<file path="src/rtl/xalu_ise_pkg.sv">
// Shared constants and types for the Xoodyak ISE ALU.
package xalu_ise_pkg;

    // Custom-opcode selectors (ise_fn[1:0])
    localparam logic [1:0] CUSTOM_0 = 2'b00;
    localparam logic [1:0] CUSTOM_1 = 2'b01;
    localparam logic [1:0] CUSTOM_2 = 2'b10;
    localparam logic [1:0] CUSTOM_3 = 2'b11;

    // funct7 codes under CUSTOM_1
    localparam logic [6:0] FN_XORROL = 7'b0100000;
    localparam logic [6:0] FN_ANDN   = 7'b0100001;
    localparam logic [6:0] FN_ROLV   = 7'b0100010;

    // Fixed rotate amounts of the XORROL primitive
    localparam logic [4:0] ROT_A = 5'd5;
    localparam logic [4:0] ROT_B = 5'd14;

    // One-hot op; all-zero means "not an ISE op"
    typedef struct packed {
        logic rolv;
        logic andn;
        logic xorrol;
    } ise_op_t;

    // 32-bit rotate left; s=0 is fine because a shift by 32 yields 0
    function automatic logic [31:0] rol32(input logic [31:0] x, input logic [4:0] s);
        return (x << s) | (x >> (6'd32 - {1'b0, s}));
    endfunction

endpackage

</file>
<file path="src/rtl/xoodyak_ise_lane.sv">
// One 32-bit lane of the Xoodoo primitives; purely combinational.
module xoodyak_ise_lane
    import xalu_ise_pkg::*;
#(
    parameter bit EN_BASE = 1'b1,
    parameter bit EN_EXT  = 1'b1
) (
    input  logic [31:0] a_i,
    input  logic [31:0] b_i,
    input  ise_op_t     op_i,
    output logic [31:0] y_o
);

    // OR of the one-hot op terms; disabled ops are tied off so they synthesize away
    always_comb begin
        y_o = '0;
        if (EN_BASE && op_i.xorrol) y_o = y_o | (rol32(a_i, ROT_A) ^ rol32(b_i, ROT_B));
        if (EN_EXT  && op_i.andn)   y_o = y_o | (~a_i & b_i);
        if (EN_EXT  && op_i.rolv)   y_o = y_o | rol32(a_i, b_i[4:0]);
    end

endmodule

</file>
<file path="src/rtl/xalu_ise_pipe.sv">
// Pipelined lane-parallel Xoodyak ISE ALU with valid/ready, flush and
// a 1- or 2-stage register pipeline.
module xalu_ise_pipe
    import xalu_ise_pkg::*;
#(
    parameter int         XLEN   = 32,
    parameter logic [1:0] ISE_V  = 2'b11,
    parameter int         STAGES = 1
) (
    input  logic            ise_clk,
    input  logic            ise_rst,
    input  logic [5:0]      ise_fn,
    input  logic [6:0]      ise_imm,
    input  logic [XLEN-1:0] ise_in1,
    input  logic [XLEN-1:0] ise_in2,
    input  logic            ise_val,
    output logic            ise_rdy,
    input  logic            ise_flush,
    output logic            ise_oval,
    input  logic            ise_ordy,
    output logic [XLEN-1:0] ise_out,
    output logic            ise_sel
);

    localparam int NLANE = XLEN / 32;

    if ((XLEN != 32 && XLEN != 64) || (STAGES != 1 && STAGES != 2)) begin : g_bad_cfg
        $error("xalu_ise_pipe: unsupported XLEN/STAGES");
    end

    ise_op_t         dec_op;
    ise_op_t         lane_op;
    logic [XLEN-1:0] lane_a, lane_b, lane_y;
    logic [XLEN-1:0] res;
    logic            oval, v1_ld, accept, out_leave;
    logic            unused_fn;

    // Only fn[1:0] is decoded; upper selector bits are don't-care
    assign unused_fn = ^ise_fn[5:2];

    // Decode; ops disabled by ISE_V never produce a one-hot bit
    always_comb begin
        dec_op = '0;
        if (ise_fn[1:0] == CUSTOM_1) begin
            case (ise_imm)
                FN_XORROL: dec_op.xorrol = ISE_V[1];
                FN_ANDN:   dec_op.andn   = ISE_V[0];
                FN_ROLV:   dec_op.rolv   = ISE_V[0];
                default:   dec_op        = '0;
            endcase
        end
    end

    assign ise_sel   = |dec_op;
    assign ise_rdy   = ise_sel & v1_ld & ~ise_rst & ~ise_flush;
    assign accept    = ise_val & ise_rdy;
    assign out_leave = oval & ise_ordy;
    assign ise_oval  = oval;
    assign ise_out   = oval ? res : '0;

    for (genvar i = 0; i < NLANE; i++) begin : g_lane
        xoodyak_ise_lane #(
            .EN_BASE (ISE_V[1]),
            .EN_EXT  (ISE_V[0])
        ) u_lane (
            .a_i  (lane_a[32*i +: 32]),
            .b_i  (lane_b[32*i +: 32]),
            .op_i (lane_op),
            .y_o  (lane_y[32*i +: 32])
        );
    end

    if (STAGES == 1) begin : g_s1
        // Single stage: compute straight from the request, register the result
        logic            v1_q, v1_d;
        logic [XLEN-1:0] r1_q, r1_d;

        assign lane_a  = ise_in1;
        assign lane_b  = ise_in2;
        assign lane_op = dec_op;
        assign v1_ld   = ~v1_q | out_leave;
        assign oval    = v1_q;
        assign res     = r1_q;

        // Next-state: load when empty or draining; flush drops the valid bit
        always_comb begin
            v1_d = v1_q;
            r1_d = r1_q;
            if (v1_ld) begin
                v1_d = accept;
                if (accept) r1_d = lane_y;
            end
            if (ise_flush) v1_d = 1'b0;
        end

        // Stage register with synchronous reset
        always_ff @(posedge ise_clk) begin
            if (ise_rst) begin
                v1_q <= 1'b0;
                r1_q <= '0;
            end else begin
                v1_q <= v1_d;
                r1_q <= r1_d;
            end
        end
    end else begin : g_s2
        // Two stages: operands/op in stage 1, result in stage 2
        logic            v1_q, v1_d, v2_q, v2_d, s2_ld;
        logic [XLEN-1:0] a_q, a_d, b_q, b_d, r2_q, r2_d;
        ise_op_t         op_q, op_d;

        assign lane_a  = a_q;
        assign lane_b  = b_q;
        assign lane_op = op_q;
        assign s2_ld   = ~v2_q | out_leave;
        assign v1_ld   = ~v1_q | s2_ld;
        assign oval    = v2_q;
        assign res     = r2_q;

        // Next-state: each stage loads when empty or when its content moves on
        always_comb begin
            v1_d = v1_q;
            a_d  = a_q;
            b_d  = b_q;
            op_d = op_q;
            v2_d = v2_q;
            r2_d = r2_q;
            if (s2_ld) begin
                v2_d = v1_q;
                if (v1_q) r2_d = lane_y;
            end
            if (v1_ld) begin
                v1_d = accept;
                if (accept) begin
                    a_d  = ise_in1;
                    b_d  = ise_in2;
                    op_d = dec_op;
                end
            end
            if (ise_flush) begin
                v1_d = 1'b0;
                v2_d = 1'b0;
            end
        end

        // Stage registers with synchronous reset
        always_ff @(posedge ise_clk) begin
            if (ise_rst) begin
                v1_q <= 1'b0;
                a_q  <= '0;
                b_q  <= '0;
                op_q <= '0;
                v2_q <= 1'b0;
                r2_q <= '0;
            end else begin
                v1_q <= v1_d;
                a_q  <= a_d;
                b_q  <= b_d;
                op_q <= op_d;
                v2_q <= v2_d;
                r2_q <= r2_d;
            end
        end
    end

endmodule

</file>
<file path="config.mk">
export PLATFORM = sky130hd
export DESIGN_NAME = xalu_ise_pipe
export DESIGN_NICKNAME = d
export VERILOG_FILES = /design/src/rtl/xalu_ise_pkg.sv /design/src/rtl/xoodyak_ise_lane.sv /design/src/rtl/xalu_ise_pipe.sv
export SDC_FILE = /design/constraint.sdc
export NUM_CORES = 1
export LEC_CHECK = 0
export BUFFER_PORTS_ARGS = -buffer_cell sky130_fd_sc_hd__buf_2
export CORE_ASPECT_RATIO = 1.25
export CORE_MARGIN = 10
export CORE_UTILIZATION = 40
export CTS_BUF_LIST = sky130_fd_sc_hd__clkbuf_4 sky130_fd_sc_hd__clkbuf_8
export DETAILED_ROUTE_END_ITERATION = 7
export PLACE_DENSITY_LB_ADDON = 0.2
export SYNTH_ARGS = -nofsm -noshare
export SYNTH_HDL_FRONTEND = slang
export SYNTH_SLANG_ARGS = --single-unit
</file>
<file path="constraint.sdc">
create_clock -name ise_clk -period 3.4 [get_ports ise_clk]
set_input_delay 0.34 -clock ise_clk [delete_from_list [all_inputs] [get_ports ise_clk]]
set_output_delay 0.34 -clock ise_clk [all_outputs]
set_load 0.01 [all_outputs]
</file>
==> report_table.html <==
<table>
<tr><th>Metric</th><th>Value</th></tr>
<tr><th colspan="2">Worst setup path</th></tr>
<tr><td>Data arrival time of the critical path</td><td>2960 ps</td></tr>
<tr><td>Launching element type of the critical path</td><td>input port</td></tr>
<tr><td>Kind of end point of the critical path</td><td>flop</td></tr>
<tr><td>Setup CP Type</td><td>input port to flop</td></tr>
<tr><td>Critical-path maximum fanout</td><td>15</td></tr>
<tr><td>Crit. Startpoint</td><td>ise_in2[1]</td></tr>
<tr><td>Required time of the worst setup path</td><td>3550 ps</td></tr>
<tr><td>Critical register-to-register path startpoint</td><td>ise_oval</td></tr>
<tr><th colspan="2">Clock network</th></tr>
<tr><td>Bufs on Longest Clock Path</td><td>2</td></tr>
<tr><td>CTS H-tree depth</td><td>2</td></tr>
<tr><td>Clock buffers created by TritonCTS</td><td>5</td></tr>
<tr><td>Clk sinks</td><td>33</td></tr>
<tr><td>CTS clk-pin slew, worst paths</td><td>approximately 70 ps</td></tr>
<tr><td>Insertion delay of the later-clocked pin in the worst-skew pair</td><td>about 290 ps</td></tr>
<tr><td>Hold bufs inserted after CTS</td><td>0</td></tr>
<tr><td>Post-cts gate resize count</td><td>0</td></tr>
<tr><td>CTS Root Cell</td><td>sky130_fd_sc_hd__clkbuf_8</td></tr>
<tr><td>Setup repair bufs after CTS</td><td>0</td></tr>
<tr><td>Clock tree from TritonCTS</td><td>yes</td></tr>
<tr><th colspan="2">Layout</th></tr>
<tr><td>Final cell utilization of the core</td><td>0.461</td></tr>
<tr><td>Area growth from synthesis to layout</td><td>12.2%</td></tr>
<tr><td>Area of the multi-input gates</td><td>roughly 5300 sq um</td></tr>
<tr><td>Inserted Diodes</td><td>0</td></tr>
<tr><td>Register Area</td><td>~660 sq um</td></tr>
<tr><td>Layout Nets</td><td>940</td></tr>
<tr><td>Share of layout cells above drive strength 1</td><td>0.274</td></tr>
<tr><td>Count of fill cells added during filler insertion</td><td>about 1700</td></tr>
<tr><th colspan="2">Place</th></tr>
<tr><td>Detailed placement HPWL</td><td>23.9 mm</td></tr>
<tr><td>Quantity of I/O buffers inserted on ports</td><td>about 110</td></tr>
<tr><td>Weighted congestion reported at the end of routability-driven placement</td><td>1.05</td></tr>
<tr><th colspan="2">Route</th></tr>
<tr><td>1st-pass router iterations</td><td>7</td></tr>
<tr><td>Count of nets left with antenna violations after detail routing</td><td>0</td></tr>
<tr><td>Per-cell via count in the routed design</td><td>between 6 and 7</td></tr>
<tr><td>DRT iter0 DRCs</td><td>about 980</td></tr>
<tr><td>WL per Instance</td><td>28.8 um</td></tr>
<tr><td>Final routed wirelength across all metal layers</td><td>~31 mm</td></tr>
<tr><td>Number of remaining DRC errors</td><td>0</td></tr>
<tr><td>Total number of vias</td><td>~7100</td></tr>
<tr><th colspan="2">Synth</th></tr>
<tr><td>Library cells used by synthesis</td><td>74</td></tr>
<tr><td>Post-synthesis sequential element count</td><td>33</td></tr>
<tr><td>Async set or reset register ratio after synthesis</td><td>0</td></tr>
<tr><td>Dominant register cell in the synthesized netlist</td><td>sky130_fd_sc_hd__dfxtp_1</td></tr>
<tr><td>Cell taking the most area after synthesis</td><td>sky130_fd_sc_hd__mux4_2</td></tr>
<tr><td>Yosys warnings</td><td>0</td></tr>
<tr><td>Top cells by area in the synthesized netlist</td><td>sky130_fd_sc_hd__mux4_2, sky130_fd_sc_hd__mux2i_1, sky130_fd_sc_hd__dfxtp_1, sky130_fd_sc_hd__o21ai_0, sky130_fd_sc_hd__mux2_2</td></tr>
<tr><td>Share of synthesized area occupied by flip-flops and latches</td><td>0.103</td></tr>
<tr><td>Netlist area before placement</td><td>about 6400 sq um</td></tr>
<tr><td>Synthesized instance count</td><td>796</td></tr>
<tr><td>Avg Cell Area, Syn</td><td>roughly 8 sq um</td></tr>
<tr><td>EDFF count, synth</td><td>0</td></tr>
<tr><td>Area share of the largest cell type after synthesis</td><td>0.157</td></tr>
<tr><td>Number of nets produced by synthesis</td><td>879</td></tr>
<tr><th colspan="2">Global routing</th></tr>
<tr><td>Global-route wire length before repair</td><td>between 40 and 50 mm</td></tr>
<tr><td>Total congestion overflow</td><td>0</td></tr>
<tr><td>Via count of the first global-routing pass</td><td>around 6700</td></tr>
<tr><td>All-layer global routing usage</td><td>0.271</td></tr>
<tr><td>Largest net degree at the start of global routing</td><td>72</td></tr>
<tr><td>Number of antenna violations at the first check in global routing</td><td>0</td></tr>
<tr><th colspan="2">Die</th></tr>
<tr><td>Top Ports</td><td>approximately 120</td></tr>
<tr><td>Number of cell rows</td><td>between 50 and 60</td></tr>
<tr><td>Die span in x</td><td>approximately 130 um</td></tr>
<tr><td>Die span in y</td><td>between 150 and 200 um</td></tr>
<tr><td>Initial cell density of the core</td><td>0.410</td></tr>
<tr><td>Area of the core region</td><td>15700 sq um</td></tr>
<tr><td>Die outline area</td><td>approximately 22000 sq um</td></tr>
<tr><th colspan="2">Timing</th></tr>
<tr><td>Accumulated negative setup slack</td><td>0 ps</td></tr>
<tr><td>Final worst path period need</td><td>2810 ps</td></tr>
<tr><td>Clock skew after layout</td><td>about 5.1 ps</td></tr>
<tr><td>Number of max-slew violations in the final report</td><td>0</td></tr>
<tr><td>Final hold violation count</td><td>0</td></tr>
<tr><td>Tcrit/Tclk final</td><td>0.826</td></tr>
<tr><td>Total of endpoints with negative setup slack in the final report</td><td>0</td></tr>
<tr><td>Unrepaired setup endpoints after global routing</td><td>no</td></tr>
<tr><td>Worst slew margin relative to its limit</td><td>0.415</td></tr>
<tr><td>Transition at the pin with the smallest max-transition slack</td><td>876 ps</td></tr>
<tr><td>Max Fclk</td><td>about 360 MHz</td></tr>
<tr><td>Min Hold Slack</td><td>346 ps</td></tr>
<tr><th colspan="2">Hold path</th></tr>
<tr><td>Critical hold path startpoint</td><td>ise_flush</td></tr>
<tr><td>Type of the tightest min-delay check</td><td>input port to flop</td></tr>
<tr><th colspan="2">Job</th></tr>
<tr><td>Max cap viols</td><td>0</td></tr>
<tr><th colspan="2">Status</th></tr>
<tr><td>Result of the run</td><td>completed</td></tr>
<tr><th colspan="2">Power</th></tr>
<tr><td>Largest vdd supply drop</td><td>~140 uV</td></tr>
<tr><td>Pwr Density</td><td>237 nW/um^2</td></tr>
<tr><td>Pleak</td><td>~2.9 nW</td></tr>
</table>
## metrics by stage
stage / cells / instance area [sq um] / power [W] / setup WS [ps]
6_report: 1069 / 7230 / 0.00172 / 590
4_1_cts: 1069 / 7230 / 0.00168 / 663
3_5_place_dp: 1062 / 7140 / 0.00138 / 364
3_3_place_gp: 1062 / 7140 / 0.00138 / 372
5_1_grt: 1069 / 7230 / 0.00177 / 381
2_1_floorplan: 796 / 6440 / 0.00104 / 194
## synthesized netlist by cell type, types with 4 or more instances
cell	n
sky130_fd_sc_hd__mux2i_1	67
sky130_fd_sc_hd__o21ai_0	63
sky130_fd_sc_hd__clkbuf_1	54
sky130_fd_sc_hd__nand2_1	54
sky130_fd_sc_hd__nor2_1	49
sky130_fd_sc_hd__mux4_2	45
sky130_fd_sc_hd__a21oi_1	40
sky130_fd_sc_hd__and2_1	36
sky130_fd_sc_hd__dfxtp_1	33
sky130_fd_sc_hd__nor3_1	25
sky130_fd_sc_hd__o22ai_1	22
sky130_fd_sc_hd__mux2_2	21
sky130_fd_sc_hd__xnor2_1	21
sky130_fd_sc_hd__nand3b_1	19
sky130_fd_sc_hd__buf_2	17
sky130_fd_sc_hd__nand3_1	17
sky130_fd_sc_hd__o211ai_1	14
sky130_fd_sc_hd__inv_1	13
sky130_fd_sc_hd__xor2_1	13
sky130_fd_sc_hd__a211oi_1	12
sky130_fd_sc_hd__a31oi_1	12
sky130_fd_sc_hd__and3_1	12
sky130_fd_sc_hd__nand2b_1	10
sky130_fd_sc_hd__buf_1	9
sky130_fd_sc_hd__buf_4	8
sky130_fd_sc_hd__mux4_1	8
sky130_fd_sc_hd__nor2b_1	7
sky130_fd_sc_hd__o21bai_1	7
sky130_fd_sc_hd__a211o_1	4
sky130_fd_sc_hd__o21ai_1	4
## layer usage
| layer | GRT usage | up-vias | share of wire |
|---|---|---|---|
| li1 | - | 3147 | - |
| met5 | 0 | - | 0 |
| met1 | 0.347 | 3383 | 0.41 |
| met2 | 0.442 | 436 | 0.47 |
| met3 | 0.0315 | 90 | 0.075 |
| met4 | 0.137 | 0 | 0.054 |
## layout make-up
cell class / count / share of cell area
multi-input combinational: 655 / 0.732
tap: 212 / 0.0367
sequential: 33 / 0.0914
timing repair buffer: 147 / 0.119
inverter: 15 / 0.00779
clock buffer: 7 / 0.0125
## report_power, final
part	switching [W]	total (W)	internal, W
Clock	0.000139	0.000308	0.000168
Combinational	0.000629	0.00102	0.000393
Sequential	0.000000144	0.000387	0.000387
Total	0.000768	0.00172	0.000948
## critical path: stages
cell and delay [ps]:
sky130_fd_sc_hd__buf_2 120, sky130_fd_sc_hd__inv_1 60, sky130_fd_sc_hd__ha_1 650, sky130_fd_sc_hd__buf_4 270
sky130_fd_sc_hd__mux2i_1 350, sky130_fd_sc_hd__mux2i_1 210, sky130_fd_sc_hd__mux2i_1 250, sky130_fd_sc_hd__o22ai_1 120
sky130_fd_sc_hd__nor3_1 420, sky130_fd_sc_hd__o22ai_1 160
## kinds of logic (layout without fill, tap and decap cells)
group | after synthesis | after routing | synth area share
fa+ha+maj | 1 | 1 | 0.00194
xor+xnor | 36 | 36 | 0.0513
simple gates | 251 | 251 | 0.208
buf+inv | 108 | 169 | 0.0775
compound gates | 224 | 224 | 0.223
mux | 143 | 143 | 0.336
flops | 33 | 33 | 0.103
## cells in the final DEF, fill, tap and decap left out, drive strengths merged, types with 5 or more instances in the layout
master,n
o211ai,14
buf,147
a21oi,40
inv,15
nor3b,5
and3,12
xor2,14
nand3b,19
o22ai,22
mux4,53
o21ai,67
mux2i,68
clkbuf,7
a211oi,12
nand2,54
o311ai,5
o21bai,7
and2,36
a31oi,12
nand3,17
dfxtp,33
nor2b,7
nor2,51
mux2,22
xnor2,22
nand2b,10
nor3,26
## registers in the layout, summed over array words and instances (netlist names)
register,flops
g_s1.r1_q,32
ise_oval,1
## final timing paths
path,to,cells past startpoint,slack (ps)
worst max-delay path,g_s1.r1_q[8],10,590
worst min-delay path,ise_oval,3,350
worst max register to register,g_s1.r1_q[7],7,1410
worst min register to register,g_s1.r1_q[24],2,490
Power figures use the tool's default switching activity.
